[src/rtl/decoder_msg_packer.sv]
`timescale 1ns/1ps
`default_nettype none
// +----------------------------------------------------------------------------+
// | Module      : decoder_msg_packer                                           |
// | Description : Packs serial decoder message bits into OUT_W-bit FIFO words. |
// |               A terminator word carries the valid-bit count of the tail.   |
// |               Optional macro PACK_LSB_FIRST_EN: LSB-first packing with a   |
// |               right-aligned terminator (default MSB-first, left-aligned).  |
// | Revision    : 1.0  initial release                                         |
// +----------------------------------------------------------------------------+
module decoder_msg_packer #(
  parameter int OUT_W = 8,
  parameter int CNT_W = 4,
  parameter int LEN_W = 16
) (
  input  logic             clk,
  input  logic             rst_b,
  input  logic             start,
  input  logic             bit_valid,
  input  logic             bit_in,
  input  logic             dec_done,
  input  logic             fifofull,
  output logic             writefifo,
  output logic [OUT_W-1:0] out_word,
  output logic             last,
  output logic [CNT_W-1:0] last_bits,
  output logic [LEN_W-1:0] bit_count,
  output logic             overflow,
  output logic             pack_done
);

  typedef enum logic [1:0] {
    S_IDLE    = 2'd0,
    S_COLLECT = 2'd1,
    S_FLUSH   = 2'd2,
    S_TERM    = 2'd3
  } state_t;

  localparam logic [CNT_W-1:0] c_full_cnt = CNT_W'(OUT_W);
  localparam logic [CNT_W-1:0] c_one_cnt  = CNT_W'(1);

  state_t             r_state;
  logic [OUT_W-1:0]   r_sr;
  logic [CNT_W-1:0]   r_cnt;
  logic [OUT_W-1:0]   r_hold;
  logic               r_hold_valid;
  logic               r_last;
  logic [CNT_W-1:0]   r_last_bits;
  logic [LEN_W-1:0]   r_bit_count;
  logic               r_overflow;
  logic               r_pack_done;

  logic               w_writefifo;
  logic               w_hold_free;
  logic               w_word_done;
  logic [CNT_W-1:0]   w_pad;
  logic [OUT_W-1:0]   w_sr_next;
  logic [OUT_W-1:0]   w_term;
  logic [LEN_W-1:0]   w_bc_inc;

  assign w_writefifo = r_hold_valid & ~fifofull;
  // The hold can take a new word if empty or if it is being written out right now.
  assign w_hold_free = ~r_hold_valid | w_writefifo;
  assign w_word_done = (r_cnt == (c_full_cnt - c_one_cnt));
  assign w_pad       = c_full_cnt - r_cnt;
  assign w_bc_inc    = (&r_bit_count) ? r_bit_count : (r_bit_count + LEN_W'(1));

`ifdef PACK_LSB_FIRST_EN
  assign w_sr_next = {bit_in, r_sr[OUT_W-1:1]};
  assign w_term    = r_sr >> w_pad;
`else
  assign w_sr_next = {r_sr[OUT_W-2:0], bit_in};
  assign w_term    = r_sr << w_pad;
`endif

  always_ff @(posedge clk or negedge rst_b) begin
    if (!rst_b) begin
      r_state      <= S_IDLE;
      r_sr         <= '0;
      r_cnt        <= '0;
      r_hold       <= '0;
      r_hold_valid <= 1'b0;
      r_last       <= 1'b0;
      r_last_bits  <= '0;
      r_bit_count  <= '0;
      r_overflow   <= 1'b0;
      r_pack_done  <= 1'b0;
    end else begin
      r_pack_done <= 1'b0;
      if (w_writefifo) begin
        r_hold_valid <= 1'b0;
      end

      if (start) begin
        // Abort or begin: any pending hold word is discarded.
        r_state      <= S_COLLECT;
        r_sr         <= '0;
        r_cnt        <= '0;
        r_hold       <= '0;
        r_hold_valid <= 1'b0;
        r_last       <= 1'b0;
        r_last_bits  <= '0;
        r_bit_count  <= '0;
        r_overflow   <= 1'b0;
      end else begin
        case (r_state)
          S_IDLE: begin
            r_state <= S_IDLE;
          end

          S_COLLECT: begin
            if (bit_valid) begin
              r_bit_count <= w_bc_inc;
              if (w_word_done) begin
                r_cnt <= '0;
                r_sr  <= '0;
                if (w_hold_free) begin
                  r_hold       <= w_sr_next;
                  r_hold_valid <= 1'b1;
                  r_last       <= 1'b0;
                  r_last_bits  <= c_full_cnt;
                end else begin
                  r_overflow <= 1'b1;
                end
              end else begin
                r_cnt <= r_cnt + c_one_cnt;
                r_sr  <= w_sr_next;
              end
            end
            if (dec_done) begin
              r_state <= S_FLUSH;
            end
          end

          S_FLUSH: begin
            if (w_hold_free) begin
              r_hold       <= w_term;
              r_hold_valid <= 1'b1;
              r_last       <= 1'b1;
              r_last_bits  <= r_cnt;
              r_state      <= S_TERM;
            end
          end

          S_TERM: begin
            if (w_writefifo) begin
              r_pack_done <= 1'b1;
              r_state     <= S_IDLE;
            end
          end

          default: begin
            r_state <= S_IDLE;
          end
        endcase
      end
    end
  end

  assign writefifo = w_writefifo;
  assign out_word  = r_hold;
  assign last      = r_last;
  assign last_bits = r_last_bits;
  assign bit_count = r_bit_count;
  assign overflow  = r_overflow;
  assign pack_done = r_pack_done;

endmodule
`default_nettype wire

[config.mk]
export PLATFORM = sky130hd
export DESIGN_NAME = decoder_msg_packer
export DESIGN_NICKNAME = d
export VERILOG_FILES = /design/src/rtl/decoder_msg_packer.sv
export SDC_FILE = /design/constraint.sdc
export NUM_CORES = 1
export LEC_CHECK = 0
export CELL_PAD_IN_SITES_DETAIL_PLACEMENT = 1
export CELL_PAD_IN_SITES_GLOBAL_PLACEMENT = 2
export CORE_MARGIN = 2
export CORE_UTILIZATION = 34
export CTS_CLUSTER_SIZE = 40
export DETAILED_ROUTE_END_ITERATION = 10
export PLACE_DENSITY_LB_ADDON = 0.1
export SYNTH_ARGS = -nofsm -noshare
export SYNTH_HDL_FRONTEND = slang
export SYNTH_SLANG_ARGS = --single-unit
[constraint.sdc]
create_clock -name clk -period 2.8 [get_ports clk]
set_input_delay 0.28 -clock clk [delete_from_list [all_inputs] [get_ports clk]]
set_output_delay 0.28 -clock clk [all_outputs]
set_load 0.1 [all_outputs]
# [After elaboration in Yosys (flattened, before gate mapping)]
# Index checks and enable logic that the tools add are counted.
[op_classes] bitwise_logic=4 add_sub_neg=3 eq_ne=12 magnitude_cmp=0 n_div=0 mul=0 muxes=49 n_reduce_logical=11 n_shift=1
[ops] cell="8-bit 2-to-1 mux" n=9
[ops] cell="16-bit 2-to-1 mux" n=4
[ops] cell="4-bit 2-to-1 mux" n=9
[ops] cell="1-bit 2-to-1 mux" n=18
[ops] cell="3-bit inequality test, second input constant" n=6
[ops] cell="16-bit by 1-bit adder with 16-bit output, second input constant" n=1
[ops] cell="8-bit case mux with 2 select lines" n=1
[ops] cell="16-bit AND reduction" n=1
[ops] cell="2-bit 2-to-1 mux" n=4
[ops] cell="2-bit case mux with 4 select lines" n=1
[ops] cell="4-bit case mux with 2 select lines" n=1
[ops] cell="8-bit by 4-bit left shift with 8-bit output" n=1
[ops] cell="3-bit AND reduction" n=2
[ops] cell="2-bit nonzero test" n=3
[ops] cell="5-bit AND reduction" n=1
[ops] cell="4-bit by 1-bit adder with 4-bit output, second input constant" n=1
[ops] cell="2-bit equality test, second input constant" n=2
[ops] cell="4-bit by 3-bit equality test with 1-bit output, second input constant" n=1
[ops] cell="2-bit inequality test, second input constant" n=2
[ops] cell="1-bit case mux with 2 select lines" n=2
[ops] cell="4-bit AND reduction" n=1
[ops] cell="4-bit subtractor, first input constant" n=1
[ops] cell="3-bit nonzero test" n=1
[ops] cell="2-bit by 1-bit equality test with 1-bit output, second input constant" n=1
[ops] cell="5 further kinds" n=6
[totals] regBits=46 latch_bits=0 romBits=0 in_bits=7 out_inout_bits=32 memories=0 mem_bits_rw=0

# [Longest topological paths before layout]
[logic_depth] depth_word=8 ltp_mapped=8

# [Worst setup path before layout]
# No wires, ideal clock.
[synth_path] kind="register to register" startpoint="register r_bit_count[0], in the netlist bit_count[0]" endpoint="register r_bit_count[0], in the netlist bit_count[0]" path_buffers=1 arrival_time_ps=2326 setup_slack_ps=354 stages_incl_launch_ff=7 path_cell_list="dfrtp_1 -> ha_1 -> nand4_1 -> o41ai_1 -> buf_2 -> nor3_1 -> a21o_1"
[synth_via] elab_chain_len=5 word_cells_on_any_way=8
[synth_rtl] element="from (decl)" line_no="49" rtl="logic [LEN_W-1:0] r_bit_count;"
[synth_rtl] element="from (signal assigned)" line_no="113" rtl="r_bit_count <= w_bc_inc;"
[synth_rtl] element="16-bit by 1-bit adder with 16-bit output" line_no="66" rtl="assign w_bc_inc = (&r_bit_count) ? r_bit_count : (r_bit_count + LEN_W'(1));"
[synth_rtl] element="16-bit 2-to-1 mux" line_no="66"
[synth_rtl] element="16-bit 2-to-1 mux" line_no="112" rtl="if (bit_valid) begin"
[synth_rtl] element="16-bit 2-to-1 mux" line_no="106" rtl="case (r_state)"
[synth_rtl] element="16-bit 2-to-1 mux" line_no="94" rtl="if (start) begin"
# Parallel ways exist; a longest one is shown, timed or not. The select of a mux whose other input is x is not followed.
# A chain may end at the register's enable or synchronous reset.

# [Final worst setup path]
[layout_path] startpoint="register r_state[1]" endpoint="register r_bit_count[15], in the netlist bit_count[15]"
[layout_via] elab_chain_len=3
[layout_rtl] element="from (decl)" line_no="42" rtl="state_t r_state;"
[layout_rtl] element="from (signal assigned)" line_no="78" rtl="r_state <= S_IDLE;"
[layout_rtl] element="from (signal assigned)" line_no="96" rtl="r_state <= S_COLLECT;"
[layout_rtl] element="from (signal assigned)" line_no="108" rtl="r_state <= S_IDLE;"
[layout_rtl] element="2-bit by 1-bit equality test with 1-bit output" line_no="106"
[layout_rtl] element="2-bit nonzero test (no line)"
[layout_rtl] element="3-bit AND reduction (no line)"
# Every way passes these cells.

==> impl_metrics.yaml <==
timing:
  hold_violations: 0
  fmax_mhz: 444
  max_slew_margin: 0.310
  period_share: 0.804
  fin_tns_setup_ps: 0
  setup_viol: 0
  hold_slack_ps: 153
  rsz0062_at_grt: "no"
  worst_slack_ps: 548
  min_period_ps: 2250
  drv_slew: 0
  worst_pin_slew_ps: 1040
  finClkSkew_ps: 6.92
clocking:
  h-tree-depth: 2
  path_clk_slew_ps: 80
  cts_buffers: 5
  post_cts_buffers: 0
  clock-root-buffer: "clkbuf_8"
  cts_resized: 0
  cts.sinks: 46
  cts_max_path_buffers: 2
  cts_tree: "built"
  worst_skew_pair.late_latency_ps: 310
  postCtsHoldBufs: 0
global_routing:
  grt_usage: 0.175
  grt_pass1_vias: 2211
  antenna_found_initial: 0
  grt_overflow: 0
  grt_max_degree: 47
  grt_first_pass_wirelength_mm: 11.7
placement:
  gp_congestion: 0.772
  place_area_sq_mm: 0.00302
  dp.cells: 394
  dp_slack_ps: 372
  hpwl_mm: 4.93
  port_buffers: 38
synth:
  synth-edff-count: 0
  async_flop_share: 1.00
  mappedNetlistNets: 276
  synth.avg_cell_area_sq_um: 9.91
  ys.flop_type: "dfrtp_1"
  synth_warnings: 0
  yosysSeqAreaShare: 0.441
  yosysUniqueCellTypes: 50
  syn-cell-area_sq_mm: 0.00261
  synthCells: 263
  yosys_register_bits: 46
detailed_routing:
  routed_wl_mm: 6.96
  wl_per_cell_um: 17.3
  antenna_left: 0
  via_per_inst: 5.48
  vias: 2203
  drtPass1Iterations: 4
  drc: 0
  drt_iter0_markers: 54
cells_and_area:
  finish.utilization: 0.424
  syn2layout_area_growth_pct: 19.2
  stdcell_count: 402
  fillers: 833
  final_common_cell: "dfrtp_1"
  nets: 315
  antenna_cells: 0
  drive_gt1_frac: 0.221
  fin_area_sq_mm: 0.00311
  layout_common_cells: "dfrtp_1 (46), buf_4 (40), nand2_1 (18), nor2_1 (16)"
power_and_ir_drop:
  clock_power_share: 0.206
  cellPowerDensity_mw_per_mm2: 669
  power_frac_comb: 0.416
  switchingPower_uw: 900
  sw_frac_of_total: 0.433
  finalPower_mw: 2.08
  power_frac_seq: 0.378
  leakagePower_nw: 1.39
  ir_drop_v: 0.000260
  p_int_mw: 1.18
die:
  core_sq_mm: 0.00733
  die_area_sq_mm: 0.00839
  io_pins: 39
  die_h_um: 91.6
  die_x_um: 91.6
  start_util: 0.356
  row_count: 31
critical_path:
  endpoint_kind: "register"
  startpoint_type: "register"
  cp_max_fo: 9
  crit_type: "register to register"
  worst-endpoint-arrival_ps: 2440
  cp_data_required_time_ps: 2990
run:
  max_cap_violations: 0
outcome:
  status: "completed"
hold_path:
  hold_path_class: "input pin to async pin"
cell usage after synthesis (all sizes together), types with 2 or more instances:
library cell  instances  area share
nand2b                2      0.0048
buf                  10       0.021
ha                    6       0.029
inv                  15       0.022
a21oi                15       0.029
nor2                 16       0.023
nor3b                 3      0.0086
or3                   4      0.0096
xor2                  2      0.0067
dfrtp                46        0.44
a21o                  3      0.0086
o31ai                 7       0.020
mux4                  2       0.019
mux2i                 3       0.012
or4                   5       0.014
nand2                18       0.026
a211oi                3      0.0086
nor3                  4      0.0077
nor4                  3      0.0072
a22o                  9       0.030
o21ai                 8       0.015
mux2                 18       0.082
and3                  3      0.0072
a31oi                 6       0.014
clkbuf                4      0.0058
nor2b                 6       0.014
nand4                 6       0.014
and2                  4      0.0096
o21bai                2      0.0058
o41ai                 3       0.010
nand3                12       0.023
critical path: stages (launching register included):
cell	delay, ps
dfrtp_1	420
inv_1	70
ha_1	300
a21o_1	310
nand4_1	330
nor4_1	340
mux2_2	360
registers in the layout, indices dropped and copies added (netlist names):
register      count
bit_count        16
last              1
last_bits         4
out_word          8
overflow          1
pack_done         1
r_cnt             4
r_hold_valid      1
r_sr              8
r_state           2
cells by family after synthesis:
logic type	count (synthesis)	synth area share
AND/OR/NAND/NOR	90	0.182
AO/OA/AOI/OAI	66	0.177
multiplexers	23	0.112
buffers and inverters	29	0.0480
adder cells (fa/ha/maj)	6	0.0288
flip-flops	46	0.441
XOR/XNOR	3	0.0101
area by class of cell:
class / count / area [sq um] / share of cell area
Multi-Input combinational cell: 188 / 1330 / 0.428
Sequential cell: 46 / 1150 / 0.370
Timing Repair Buffer: 46 / 355 / 0.114
Tap cell: 99 / 124 / 0.0398
Clock buffer: 7 / 86.3 / 0.0278
Inverter: 15 / 56.3 / 0.0181
Clock inverter: 1 / 5.00 / 0.00161
path summary, 6_finish.rpt:
| path | from | endpoint | slack (ps) | cells after the start |
|---|---|---|---|---|
| max | r_state[1] | bit_count[15] | 550 | 6 |
| min reg2reg | overflow | overflow | 500 | 2 |
| max reg2reg | r_state[1] | bit_count[15] | 550 | 6 |
| max in group asynchronous | rst_b | bit_count[12] | 2010 | 1 |
| min in group clk | overflow | overflow | 500 | 2 |
| min | rst_b | pack_done | 150 | 1 |
power groups by stage:
stage	sequential [mW]	clock (mW)	combinational [mW]
final	0.786	0.428	0.865
after global routing	0.799	0.473	0.928
after CTS	0.788	0.451	0.869
after detailed placement	0.801	0	0.867
after global placement	0.799	0	0.858
after floorplan	1.06	0	0.385
layer usage:
metal,vias up,track usage,share of wire
met5,-,0,0
met3,7,0.0282,0.023
met1,1110,0.257,0.49
met4,0,0.0581,0.013
met2,26,0.262,0.47
li1,1060,-,-
Note: power is estimated with default switching activity, not from simulation.
